File: src/rtl/mc_core_hs.sv
// Multicycle core: datapath, 32-entry register file and control FSM, with handshake
// ports to external instruction and data memories of arbitrary latency.
module mc_core_hs #(
  parameter int                    DATA_WIDTH = 32,
  parameter int                    ADDR_WIDTH = 16,
  parameter logic [ADDR_WIDTH-1:0] RESET_PC   = '0,
  parameter int                    CNT_WIDTH  = 32
) (
  input  logic                  clk,
  input  logic                  reset,
  output logic                  imem_req,
  output logic [ADDR_WIDTH-1:0] imem_addr,
  input  logic                  imem_ack,
  input  logic [31:0]           imem_rdata,
  output logic                  dmem_req,
  output logic                  dmem_we,
  output logic [ADDR_WIDTH-1:0] dmem_addr,
  output logic [DATA_WIDTH-1:0] dmem_wdata,
  input  logic                  dmem_ack,
  input  logic [DATA_WIDTH-1:0] dmem_rdata,
  output logic [ADDR_WIDTH-1:0] pc,
  output logic [31:0]           instr,
  output logic [3:0]            state,
  output logic [DATA_WIDTH-1:0] alu_out,
  output logic                  halted,
  output logic                  illegal,
  output logic [CNT_WIDTH-1:0]  cycle_cnt,
  output logic [CNT_WIDTH-1:0]  retire_cnt
);

  localparam logic [5:0] OP_RTYPE = 6'h00;
  localparam logic [5:0] OP_ADDI  = 6'h01;
  localparam logic [5:0] OP_ORI   = 6'h02;
  localparam logic [5:0] OP_LW    = 6'h03;
  localparam logic [5:0] OP_SW    = 6'h04;
  localparam logic [5:0] OP_BEQ   = 6'h05;
  localparam logic [5:0] OP_J     = 6'h06;
  localparam logic [5:0] OP_HALT  = 6'h3F;

  localparam logic [3:0] FN_ADD = 4'd0;
  localparam logic [3:0] FN_SUB = 4'd1;
  localparam logic [3:0] FN_AND = 4'd2;
  localparam logic [3:0] FN_OR  = 4'd3;
  localparam logic [3:0] FN_XOR = 4'd4;
  localparam logic [3:0] FN_SLT = 4'd5;

  typedef enum logic [3:0] {
    S_FETCH  = 4'd0,
    S_DECODE = 4'd1,
    S_EXEC   = 4'd2,
    S_MEM    = 4'd3,
    S_WB     = 4'd4,
    S_HALT   = 4'd5
  } state_t;

  state_t                state_reg, state_next;
  logic [ADDR_WIDTH-1:0] pc_reg;
  logic [31:0]           instr_reg;
  logic [DATA_WIDTH-1:0] alu_reg, a_reg, b_reg, mdr_reg;
  logic [CNT_WIDTH-1:0]  cycle_reg, retire_reg;
  logic [DATA_WIDTH-1:0] regs_reg [32];

  logic [5:0]            op;
  logic [4:0]            rs, rt, rd;
  logic [3:0]            fn;
  logic [15:0]           imm;
  logic [DATA_WIDTH-1:0] sext, zext, rs_val, rt_val, alu_res, wb_data;
  logic [ADDR_WIDTH-1:0] br_off;
  logic [4:0]            wb_addr;
  logic                  wb_en, op_legal, retire_c;

  assign op   = instr_reg[31:26];
  assign rs   = instr_reg[25:21];
  assign rt   = instr_reg[20:16];
  assign rd   = instr_reg[15:11];
  assign fn   = instr_reg[3:0];
  assign imm  = instr_reg[15:0];
  assign sext = DATA_WIDTH'($signed(imm));
  assign zext = DATA_WIDTH'(imm);
  assign br_off = ADDR_WIDTH'($signed(imm));

  assign rs_val = (rs == 5'd0) ? '0 : regs_reg[rs];
  assign rt_val = (rt == 5'd0) ? '0 : regs_reg[rt];

  assign wb_addr = (op == OP_RTYPE) ? rd : rt;
  assign wb_data = (op == OP_LW) ? mdr_reg : alu_reg;
  assign wb_en   = (state_reg == S_WB) && (wb_addr != 5'd0);

  always_comb begin
    op_legal = 1'b0;
    case (op)
      OP_RTYPE: op_legal = (fn <= FN_SLT);
      OP_ADDI, OP_ORI, OP_LW, OP_SW, OP_BEQ, OP_J, OP_HALT: op_legal = 1'b1;
      default: op_legal = 1'b0;
    endcase
  end

  always_comb begin
    alu_res = '0;
    case (op)
      OP_RTYPE: begin
        case (fn)
          FN_ADD:  alu_res = a_reg + b_reg;
          FN_SUB:  alu_res = a_reg - b_reg;
          FN_AND:  alu_res = a_reg & b_reg;
          FN_OR:   alu_res = a_reg | b_reg;
          FN_XOR:  alu_res = a_reg ^ b_reg;
          FN_SLT:  alu_res = {{(DATA_WIDTH-1){1'b0}}, ($signed(a_reg) < $signed(b_reg))};
          default: alu_res = '0;
        endcase
      end
      OP_ADDI, OP_LW, OP_SW: alu_res = a_reg + sext;
      OP_ORI:                alu_res = a_reg | zext;
      OP_BEQ:                alu_res = a_reg - b_reg;
      default:               alu_res = '0;
    endcase
  end

  always_ff @(posedge clk or negedge reset) begin
    if (!reset) state_reg <= S_FETCH;
    else        state_reg <= state_next;
  end

  // Requests and the illegal pulse are gated by reset so nothing escapes while it is held.
  always_comb begin
    state_next = state_reg;
    retire_c   = 1'b0;
    imem_req   = 1'b0;
    dmem_req   = 1'b0;
    illegal    = 1'b0;
    case (state_reg)
      S_FETCH: begin
        imem_req = reset;
        if (imem_req && imem_ack) state_next = S_DECODE;
      end
      S_DECODE: begin
        if (!op_legal) begin
          illegal    = reset;
          state_next = S_FETCH;
        end else if (op == OP_HALT) begin
          state_next = S_HALT;
        end else if (op == OP_J) begin
          retire_c   = 1'b1;
          state_next = S_FETCH;
        end else begin
          state_next = S_EXEC;
        end
      end
      S_EXEC: begin
        if (op == OP_BEQ) begin
          retire_c   = 1'b1;
          state_next = S_FETCH;
        end else if (op == OP_LW || op == OP_SW) begin
          state_next = S_MEM;
        end else begin
          state_next = S_WB;
        end
      end
      S_MEM: begin
        dmem_req = reset;
        if (dmem_req && dmem_ack) begin
          if (op == OP_SW) begin
            retire_c   = 1'b1;
            state_next = S_FETCH;
          end else begin
            state_next = S_WB;
          end
        end
      end
      S_WB: begin
        retire_c   = 1'b1;
        state_next = S_FETCH;
      end
      S_HALT:  state_next = S_HALT;
      default: state_next = S_FETCH;
    endcase
  end

  always_ff @(posedge clk or negedge reset) begin
    if (!reset) begin
      pc_reg     <= RESET_PC;
      instr_reg  <= '0;
      alu_reg    <= '0;
      a_reg      <= '0;
      b_reg      <= '0;
      mdr_reg    <= '0;
      cycle_reg  <= '0;
      retire_reg <= '0;
    end else begin
      if (state_reg != S_HALT) cycle_reg <= cycle_reg + CNT_WIDTH'(1);
      if (retire_c) retire_reg <= retire_reg + CNT_WIDTH'(1);
      case (state_reg)
        S_FETCH: begin
          if (imem_req && imem_ack) begin
            instr_reg <= imem_rdata;
            pc_reg    <= pc_reg + ADDR_WIDTH'(1);
          end
        end
        S_DECODE: begin
          a_reg <= rs_val;
          b_reg <= rt_val;
          if (op == OP_J) pc_reg <= instr_reg[ADDR_WIDTH-1:0];
        end
        S_EXEC: begin
          alu_reg <= alu_res;
          // pc already points past the branch, so the offset is relative to pc+1.
          if (op == OP_BEQ && a_reg == b_reg) pc_reg <= pc_reg + br_off;
        end
        S_MEM: begin
          if (dmem_req && dmem_ack && op == OP_LW) mdr_reg <= dmem_rdata;
        end
        default: ;
      endcase
    end
  end

  for (genvar gi = 0; gi < 32; gi++) begin : g_regfile
    always_ff @(posedge clk or negedge reset) begin
      if (!reset) regs_reg[gi] <= '0;
      else if (wb_en && wb_addr == 5'(gi)) regs_reg[gi] <= wb_data;
    end
  end

  assign imem_addr  = pc_reg;
  assign dmem_we    = dmem_req && (op == OP_SW);
  assign dmem_addr  = alu_reg[ADDR_WIDTH-1:0];
  assign dmem_wdata = b_reg;
  assign pc         = pc_reg;
  assign instr      = instr_reg;
  assign state      = state_reg;
  assign alu_out    = alu_reg;
  assign halted     = (state_reg == S_HALT);
  assign cycle_cnt  = cycle_reg;
  assign retire_cnt = retire_reg;

endmodule

File: config.mk
export PLATFORM = sky130hd
export DESIGN_NAME = mc_core_hs
export DESIGN_NICKNAME = d
export VERILOG_FILES = /design/src/rtl/mc_core_hs.sv
export SDC_FILE = /design/constraint.sdc
export NUM_CORES = 2
export LEC_CHECK = 0
export ABC_AREA = 1
export ABC_CLOCK_PERIOD_IN_PS = 2900
export BUFFER_PORTS_ARGS = -buffer_cell sky130_fd_sc_hd__buf_2
export CAP_MARGIN = 20
export CORE_MARGIN = 5
export CORE_UTILIZATION = 55
export CTS_CLUSTER_DIAMETER = 100
export DETAILED_ROUTE_END_ITERATION = 7
export HOLD_SLACK_MARGIN = 0.06
export PLACE_DENSITY_LB_ADDON = 0.1
export SLEW_MARGIN = 20
export SYNTH_ARGS = -nofsm -noshare
export SYNTH_HDL_FRONTEND = slang
export SYNTH_SLANG_ARGS = --single-unit
File: constraint.sdc
create_clock -name clk -period 2.9 [get_ports clk]
set_input_delay 0.435 -clock clk [delete_from_list [all_inputs] [get_ports clk]]
set_output_delay 0.435 -clock clk [all_outputs]
set_load 0.01 [all_outputs]
==> results.toml <==
[job]
drv.max_cap_violation_count = 0

[worst_setup_path]
cp_max_fo = 27
critPathRequiredTime_ps = 2470
rrSetupSlack_ps = 60
worstReg2RegEnd = "regs_reg[525]"
worstSetupStartpointType = "flop"
r2r_start = "instr[31]"
criticalPathCategory = "reg -> out"
worstSetupEndpointType = "output pin"
rr_worst_depth = 12
timing.critical_path.arrival_ps = 2440

[floorplan]
core_area_sq_um = 135000
die_width_microns = 379
placementRows = 135
initial_utilization_pct = 55.3
floorplan.die_area_sq_um = 144000
top_level_ports = 285
die_y_microns = 379

[grt]
global_route.overflow_total = 0
grt_first_pass_wirelength_microns = 461000
antenna_found_initial = 17
grt_pass1_vias = 72305
largest_net_degree_at_the_start_of_global_routing = 173
grt.total_usage_pct = 42.7

[clocking]
ctsHtreeMaxLevel = 4
clk_latency_ps = 800
clk_buf_depth = 3
cts_made_buffers = 142
clock_sink_count = 1267
cts.reportedPaths.clkPinSlew_ps = 60
cts_tree = "built"
clockRootBuffer = "sky130_fd_sc_hd__clkbuf_16"

[detailed_routing]
wl_per_cell_microns = 25.6
first_iter_violations = 10521
antenna_left = 0
finalWirelength_microns = 314000
route.detailed.vias_per_inst = 6.31
routed-via-count = 77382
remaining_drc_errors = 0
drt_pre_antenna_iters = 6

[placed_design]
place_hpwl_microns = 207000
io_buffers = 283
dp_worst_setup_slack_ps = -259
place_congestion = 1.02

[synth]
synth_ff_type = "sky130_fd_sc_hd__dfrtp_1"
post_synthesis_instance_total = 10273
syn_area_sq_um = 74900
count_of_flip_flops_with_a_built_in_enable_after_synthesis = 0
synth.ff_latch_count = 1267
synthesized_netlist_net_count = 10508
syn_area_per_cell_sq_um = 7.29
yosysWarnings = 0
synth_sequential_area_ratio_pct = 42.3
async_flop_share_pct = 100
number_of_distinct_library_cell_variants_in_the_gate_level_netlist_after_synthesis = 61

[power]
p_leak_nw = 38.7
vdd.ir_drop.worst_v = 0.00111
total_power_mw = 88.2
power.density_cell_area_nw_per_um2 = 1030

[timing]
final_worst_setup_slack_ps = 30.0
rsz0062_at_grt = "true"
fmax_mhz = 348
holdWs_ps = 106
min_period_over_period_pct = 99.0
timing.max_slew.rel_slack_pct = 26.5
maxSlewViolCount = 0
finalHoldViolCount = 0
setup_violations = 0
actual_slew_at_the_worst_max_slew_pin_ps = 1100
fin_worst_skew_ps = 64.6
min_clock_period_post_route_ps = 2870

[layout]
nNetsFinal = 10600
largest_reg_flops = 1024
drive_above_1_share_pct = 11.6
layout.cells.most_common_list = "sky130_fd_sc_hd__nand2_1 (2769), sky130_fd_sc_hd__o21ai_0 (2027), sky130_fd_sc_hd__dfrtp_1 (1250), sky130_fd_sc_hd__nor2_1 (801), sky130_fd_sc_hd__inv_1 (666)"
commonest_non_fill_non_tap_cell_in_the_layout = "sky130_fd_sc_hd__nand2_1"
area_growth_pct = 14.0
fill_cells = 12128

[run_status]
status = "complete, no violations"

[worst_hold_path]
hp-class = "in -> reg"
whs_path_depth = 4
origin_of_the_worst_min_delay_path = "dmem_ack"
whs_endpoint = "state[0]"
## metal layers
metal / wire length, microns / part of all wire (%) / vias to the layer above / track usage [%]
met5: 92 / 0.029 / - / 0
met4: 20600 / 6.6 / 14 / 23.2
met3: 40500 / 13 / 1089 / 12.6
met2: 136000 / 43 / 5026 / 64.9
met1: 117000 / 37 / 36780 / 55.2
li1: - / - / 34473 / -
## cell usage after synthesis, types with 11 or more instances
cell type | n | area share, %
sky130_fd_sc_hd__inv_1 | 683 | 3.4
sky130_fd_sc_hd__clkbuf_1 | 647 | 3.2
sky130_fd_sc_hd__xnor2_1 | 28 | 0.33
sky130_fd_sc_hd__o21ai_2 | 23 | 0.27
sky130_fd_sc_hd__mux2_2 | 35 | 0.53
sky130_fd_sc_hd__xor2_1 | 47 | 0.55
sky130_fd_sc_hd__o21ai_1 | 127 | 0.85
sky130_fd_sc_hd__buf_4 | 33 | 0.33
sky130_fd_sc_hd__nand2_1 | 2785 | 14
sky130_fd_sc_hd__o21ai_0 | 2035 | 14
sky130_fd_sc_hd__nor2_4 | 11 | 0.17
sky130_fd_sc_hd__nor2_1 | 824 | 4.1
sky130_fd_sc_hd__a22o_1 | 127 | 1.5
sky130_fd_sc_hd__dfrtp_1 | 1267 | 42
sky130_fd_sc_hd__a221oi_1 | 254 | 3.0
sky130_fd_sc_hd__nand4_1 | 36 | 0.30
sky130_fd_sc_hd__nand3_1 | 258 | 1.7
sky130_fd_sc_hd__nor3_1 | 46 | 0.31
sky130_fd_sc_hd__nand2_2 | 39 | 0.33
sky130_fd_sc_hd__buf_1 | 45 | 0.23
sky130_fd_sc_hd__o22ai_1 | 283 | 2.4
sky130_fd_sc_hd__nor2_2 | 11 | 0.092
sky130_fd_sc_hd__buf_2 | 116 | 0.78
sky130_fd_sc_hd__ha_1 | 163 | 2.7
sky130_fd_sc_hd__o21bai_1 | 16 | 0.16
sky130_fd_sc_hd__a21oi_1 | 201 | 1.3
## metrics by stage
stage / utilization [%] / instances / setup TNS (ps) / cell area (sq um)
after floorplan: - / 10273 / 0 / 74900
after global placement: 58.9 / 11925 / -3300 / 79600
after detailed placement: 58.9 / 11926 / -4050 / 79700
after CTS: 62.8 / 12240 / -73.0 / 85000
after global routing: 63.1 / 12250 / -136 / 85300
final: 63.1 / 12254 / 0 / 85300
## logic make-up after synthesis
kind of cell	after synthesis	share of synthesized area, %
buffers and inverters	1545	8.19
XOR/XNOR	75	0.877
flip-flops	1267	42.3
multiplexers	35	0.526
AND/OR/NAND/NOR	4065	21.6
adder cells (fa/ha/maj)	167	2.83
AO/OA/AOI/OAI	3118	23.6
other	1	0.00501
## report_power, final
group	switching (mW)	total (mW)	internal, mW
logic	34.3	49.0	14.7
registers	1.78	21.1	19.3
clock network	7.77	18.2	10.4
total	43.8	88.2	44.4
## what timing repair did
item                                    in CTS  in global routing
gates resized for setup                     11                 90
hold buffers                                64                  0
setup buffers                                4                  9
pin swaps                                    2                  9
endpoints found under the hold margin      347                  0
endpoints found under the setup margin      35                 73
## layout make-up
cell class	instances	area (sq um)	share of cell area, %
well taps	1781	2230	2.61
clock inverters	44	527	0.617
repair buffers	798	6730	7.89
multi-input cells	7461	37300	43.8
clock buffers	203	4070	4.78
diodes	5	12.5	0.0147
flip-flops and latches	1267	31700	37.2
inverters	695	2660	3.11
## worst max path at each step
stage | from | to | cells after the start
floorplan | state[0] | imem_addr[10] | 18
global placement | a_reg[30] | imem_addr[2] | 13
detailed placement | a_reg[30] | imem_addr[1] | 13
CTS | instr[31] | illegal | 9
global route | instr[26] | illegal | 9
finish | instr[26] | illegal | 7
## critical path, cell delays in order (launching register included)
cell and delay [ps]:
sky130_fd_sc_hd__dfrtp_1 440, sky130_fd_sc_hd__inv_2 120, sky130_fd_sc_hd__nand4_4 120, sky130_fd_sc_hd__buf_12 190
sky130_fd_sc_hd__nor2_2 70, sky130_fd_sc_hd__buf_8 180, sky130_fd_sc_hd__nor4_1 290, sky130_fd_sc_hd__buf_2 180
No activity file was read; power rests on OpenSTA's default activity.
